===== src/rtl/regfile_2r1w_if.sv =====
// Register-file access bundle: one write port and two combinational read ports.
interface regfile_2r1w_if #(
  parameter int unsigned DW = 32,
  parameter int unsigned AW = 5
);
  logic          we;
  logic [AW-1:0] wn;
  logic [DW-1:0] d;
  logic [AW-1:0] rna;
  logic [AW-1:0] rnb;
  logic [DW-1:0] qa;
  logic [DW-1:0] qb;

  modport master (output we, wn, d, rna, rnb, input qa, qb);
  modport slave  (input we, wn, d, rna, rnb, output qa, qb);
endinterface


===== src/rtl/regfile_2r1w.sv =====
// 2-read / 1-write general-purpose register file with r0 hard-wired to zero
// and optional same-cycle write-to-read forwarding.
module regfile_2r1w #(
  parameter int unsigned DW     = 32,
  parameter int unsigned AW     = 5,
  parameter bit          BYPASS = 1'b1
) (
  input logic                 clk,
  input logic                 clrn,
  regfile_2r1w_if.slave       bus
);

  localparam int unsigned DEPTH = 2 ** AW;

  logic [DW-1:0] regs [1:DEPTH-1];
  logic [DW-1:0] rd_a;
  logic [DW-1:0] rd_b;
  logic          wr_valid_c;
  logic          fwd_a;
  logic          fwd_b;

  assign wr_valid_c = bus.we && (bus.wn != '0);

  // Compare-per-entry write decode keeps an unknown wn harmless while we=0.
  always_ff @(posedge clk or negedge clrn) begin
    if (!clrn) begin
      for (int i = 1; i < int'(DEPTH); i++) regs[i] <= '0;
    end else if (wr_valid_c) begin
      for (int i = 1; i < int'(DEPTH); i++) begin
        if (bus.wn == AW'(i)) regs[i] <= bus.d;
      end
    end
  end

  // Read muxes; address 0 falls through to the zero default.
  always_comb begin
    rd_a = '0;
    rd_b = '0;
    for (int i = 1; i < int'(DEPTH); i++) begin
      if (bus.rna == AW'(i)) rd_a = regs[i];
      if (bus.rnb == AW'(i)) rd_b = regs[i];
    end
  end

  // Forwarding is suppressed during reset so both ports read zero.
  assign fwd_a = BYPASS && clrn && wr_valid_c && (bus.wn == bus.rna);
  assign fwd_b = BYPASS && clrn && wr_valid_c && (bus.wn == bus.rnb);

  assign bus.qa = fwd_a ? bus.d : rd_a;
  assign bus.qb = fwd_b ? bus.d : rd_b;

endmodule


===== src/flat_wrapper.sv =====
// flat-port wrapper written by rule: the top's interface ports become plain ports
module regfile_2r1w_flat 
#(
  parameter int unsigned DW     = 32,
  parameter int unsigned AW     = 5,
  parameter bit          BYPASS = 1'b1
)
  (clk, clrn, bus_we, bus_wn, bus_d, bus_rna, bus_rnb, bus_qa, bus_qb);
  regfile_2r1w_if #(.DW(DW), .AW(AW)) bus_i ();
  input logic clk;
  input logic clrn;
  input wire logic [$bits(bus_i.we)-1:0] bus_we;
  input wire logic [$bits(bus_i.wn)-1:0] bus_wn;
  input wire logic [$bits(bus_i.d)-1:0] bus_d;
  input wire logic [$bits(bus_i.rna)-1:0] bus_rna;
  input wire logic [$bits(bus_i.rnb)-1:0] bus_rnb;
  output wire logic [$bits(bus_i.qa)-1:0] bus_qa;
  output wire logic [$bits(bus_i.qb)-1:0] bus_qb;
  assign bus_i.we = bus_we;
  assign bus_i.wn = bus_wn;
  assign bus_i.d = bus_d;
  assign bus_i.rna = bus_rna;
  assign bus_i.rnb = bus_rnb;
  assign bus_qa = bus_i.qa;
  assign bus_qb = bus_i.qb;
  regfile_2r1w #(.DW(DW), .AW(AW), .BYPASS(BYPASS)) u_core (.clk(clk), .clrn(clrn), .bus(bus_i));
endmodule

===== config.mk =====
export PLATFORM = sky130hd
export DESIGN_NAME = regfile_2r1w_flat
export DESIGN_NICKNAME = d
export VERILOG_FILES = /design/src/rtl/regfile_2r1w_if.sv /design/src/rtl/regfile_2r1w.sv /design/src/flat_wrapper.sv
export SDC_FILE = /design/constraint.sdc
export NUM_CORES = 2
export LEC_CHECK = 0
export ABC_AREA = 1
export ABC_CLOCK_PERIOD_IN_PS = 2650
export CELL_PAD_IN_SITES_DETAIL_PLACEMENT = 0
export CELL_PAD_IN_SITES_GLOBAL_PLACEMENT = 1
export CORE_UTILIZATION = 46
export CTS_CLUSTER_DIAMETER = 30
export DETAILED_ROUTE_END_ITERATION = 16
export HOLD_SLACK_MARGIN = 0.03
export PLACE_DENSITY = 0.87
export SETUP_SLACK_MARGIN = 0.3
export SYNTH_ARGS = -nofsm -noshare
export SYNTH_HDL_FRONTEND = slang
export SYNTH_SLANG_ARGS = --single-unit

===== constraint.sdc =====
create_clock -name clk -period 2.65 [get_ports clk]
set_input_delay 0.265 -clock clk [delete_from_list [all_inputs] [get_ports clk]]
set_output_delay 0.265 -clock clk [all_outputs]
set_load 0.02 [all_outputs]

==> run metrics <==
synthesized area per cell between 7 and 8 µm²; max-slew violations 0; WP buf/inv 3; I/O pin total 114; post-route ant nets 0; vias in the first global route between 50000 and 60000; post-DR vias/cell 5.46; max reg flops 992; share of cells above drive strength 1 approximately a fifth; Peak Freq about 0.25 GHz; failing checks setup timing; busiest grt layer met2; initial drt markers 5681; global-route usage over all layers 32.4%; Crit Path Class flop to output port; RSZ-0062 raised after global routing true; met3 usage 6.30%; Pleak around 33 nW; Cells after Synth 7366; Final Cell Area 69700 µm²; period utilization 149%; final setup skew 0 ns; CP required roughly 2.4 ns; Cell Pwr Density 826 nW/µm²; Root Driver clkbuf_16; Bufs on Longest Clock Path 3; Setup Total Neg Slack -67.64 ns; CP peak stage delay approximately 0.40 ns; post-synthesis sequential area ratio between 40% and 50%; FILL cells approximately 10000; most used cell, CP nand4_1; Worst R2R Start u_core.regs[922]$_DFFE_PN0P_; Hold Crit Class input pin to flop; GR Overflow Total 0; maximum fanout along the worst path 2; post-DP HPWL between 100000 and 150000 µm; synth warn 0; total number of H-tree levels 4; Max VDD drop 0.579 mV; met1 Resource Use GR a little under half; M2 GR Usage 49.7%; chip height between 300 and 400 µm; clk_lat worst skew approximately 0.79 ns; fin util a little over three fifths; DP Area roughly 60000 µm²; port bufs between 100 and 150; Total Power roughly 58 mW; Hold Slack ~0.24 ns; Biggest register u_core.regs; post-layout min period 3.94 ns; Final Non-Filler Cells 9648; Synth Cell Area about 52000 µm²; Initial Util about 47%; Netlist cell types 32; Routed wire per std cell approximately 19 µm; most common cell after layout, fill and taps aside nand2_1; CP Launch Type flop; worst path arrival time 3.67 ns; Worst-path clk slew roughly 0.05 ns; outcome finished, violations left; Setup crit start u_core.regs[925]$_DFFE_PN0P_; Site Rows approximately 120; largest net degree at the start of global routing about 170; crit end category output port; Setup Slack @ Placement -1.80 ns; total CTS buffers approximately 230; Residual DRC 0; placed cells slightly above 9000; core area 111000 µm²; CP cell instances inv_2, buf_4, nor2_1, nor2_1, nand4_1, nand2_1, nand4_1, nor2_1, nand4_1, nor2_2, nand4_1, nor2_2, nand4_1, nand2_1, nand4_1, nand2_2, nand3_2, nand2_1, nand2_1, nand2_2, nand2_2, buf_6; Setup Viol. Count Final 64; Fin. Hold Viols 0; TritonCTS clock tree yes; initial antenna violation count 2; cell family with most CP delay simple AND/OR/NAND/NOR gates; CP max-delay cell dfrtp_1; first-pass GRT wire length slightly below 300000 µm; clock tree sinks between 900 and 1000; most frequent cells in the layout 2682 x nand2_1, 1038 x o21ai_0, 992 x dfrtp_1; NumNets Final 8014; syn_nets about 7400; diode count 0; max cap viols 0; synthesized flop and latch total slightly below 1000; GPL Wtd Cong 0.987; Largest regs u_core.regs (992); Setup WS post-layout -1.29 ns; die area approximately 110000 µm²; DRT Pass-1 Iters 8; Synth-to-Final Area Change 34.2%; drt total wl ~180000 µm; via count about 53000; worst-margin pin slew about 1.1 ns; DIE WIDTH between 300 and 400 µm; Slew HR between 20 and 30%; hold_sp bus_d[24]
-- kinds of logic after synthesis --
logic type,after synthesis,share of synthesized area (%)
simple gates,4105,32.4
buf+inv,1039,7.73
flops,992,47.8
xor+xnor,6,0.101
compound gates,1224,12.0
-- layer usage --
layer	vias up	part of all wire, %	wire length, µm
met5	-	0.014	26
met4	4	3.3	6120
met3	407	8.7	16000
met2	2302	45	81700
met1	25100	43	79600
li1	24800	-	-
-- worst paths after layout --
path	slack (ns)	to	cells past startpoint
worst max-delay path	-1.29	bus_qb[29]	22
worst min-delay path	0.24	u_core.regs[504]$_DFFE_PN0P_	4
worst max register to register	1.71	u_core.regs[922]$_DFFE_PN0P_	4
worst min register to register	0.48	u_core.regs[786]$_DFFE_PN0P_	2
max in group asynchronous	0.70	u_core.regs[72]$_DFFE_PN0P_	4
min in group asynchronous	0.26	u_core.regs[846]$_DFFE_PN0P_	3
-- what timing repair did --
| action | in CTS | in global routing |
|---|---|---|
| pin swaps | 333 | 411 |
| gates resized for setup | 441 | 176 |
| hold buffers | 1 | 0 |
| hold endpoints to repair | 164 | 0 |
| gates cloned | 3 | 0 |
| buffers inserted | 18 | 13 |
| endpoints found under the setup margin | 64 | 64 |
-- area by class of cell --
class	instances	area (µm²)	area share [%]
Multi-Input combinational cell	5335	24100	34.6
Timing Repair Buffer	860	8520	12.2
Clock buffer	303	6540	9.39
Tap cell	1488	1860	2.67
Clock inverter	123	1720	2.46
Inverter	547	2070	2.98
Sequential cell	992	24800	35.6
-- cell usage after synthesis (all sizes together) --
| cell | count | share of area (%) |
|---|---|---|
| a21oi | 156 | 1.5 |
| inv | 540 | 3.9 |
| buf | 54 | 0.61 |
| o21a | 23 | 0.33 |
| nand2 | 2773 | 20 |
| dfrtp | 992 | 48 |
| xor2 | 6 | 0.10 |
| nor4 | 3 | 0.036 |
| nor2 | 751 | 5.5 |
| nand3 | 78 | 0.81 |
| nor3b | 6 | 0.087 |
| o2111ai | 3 | 0.051 |
| clkbuf | 438 | 3.2 |
| clkinv | 7 | 0.051 |
| o21ai | 1041 | 10 |
| nand4 | 424 | 5.1 |
| o22ai | 1 | 0.012 |
| or2 | 44 | 0.53 |
| nor3 | 26 | 0.25 |
-- worst register-to-register path, stage by stage (launching register included) --
cell and delay (ns):
dfrtp_1 0.41, buf_4 0.15, buf_4 0.12, nand2_1 0.06
o21ai_0 0.07
-- power by group --
group	leakage, nW	internal [mW]	switching [mW]
logic	15.7	3.12	4.65
registers	12.8	18.1	2.15
clock network	4.02	20.4	9.18
Note: power is estimated with default switching activity, not from simulation.
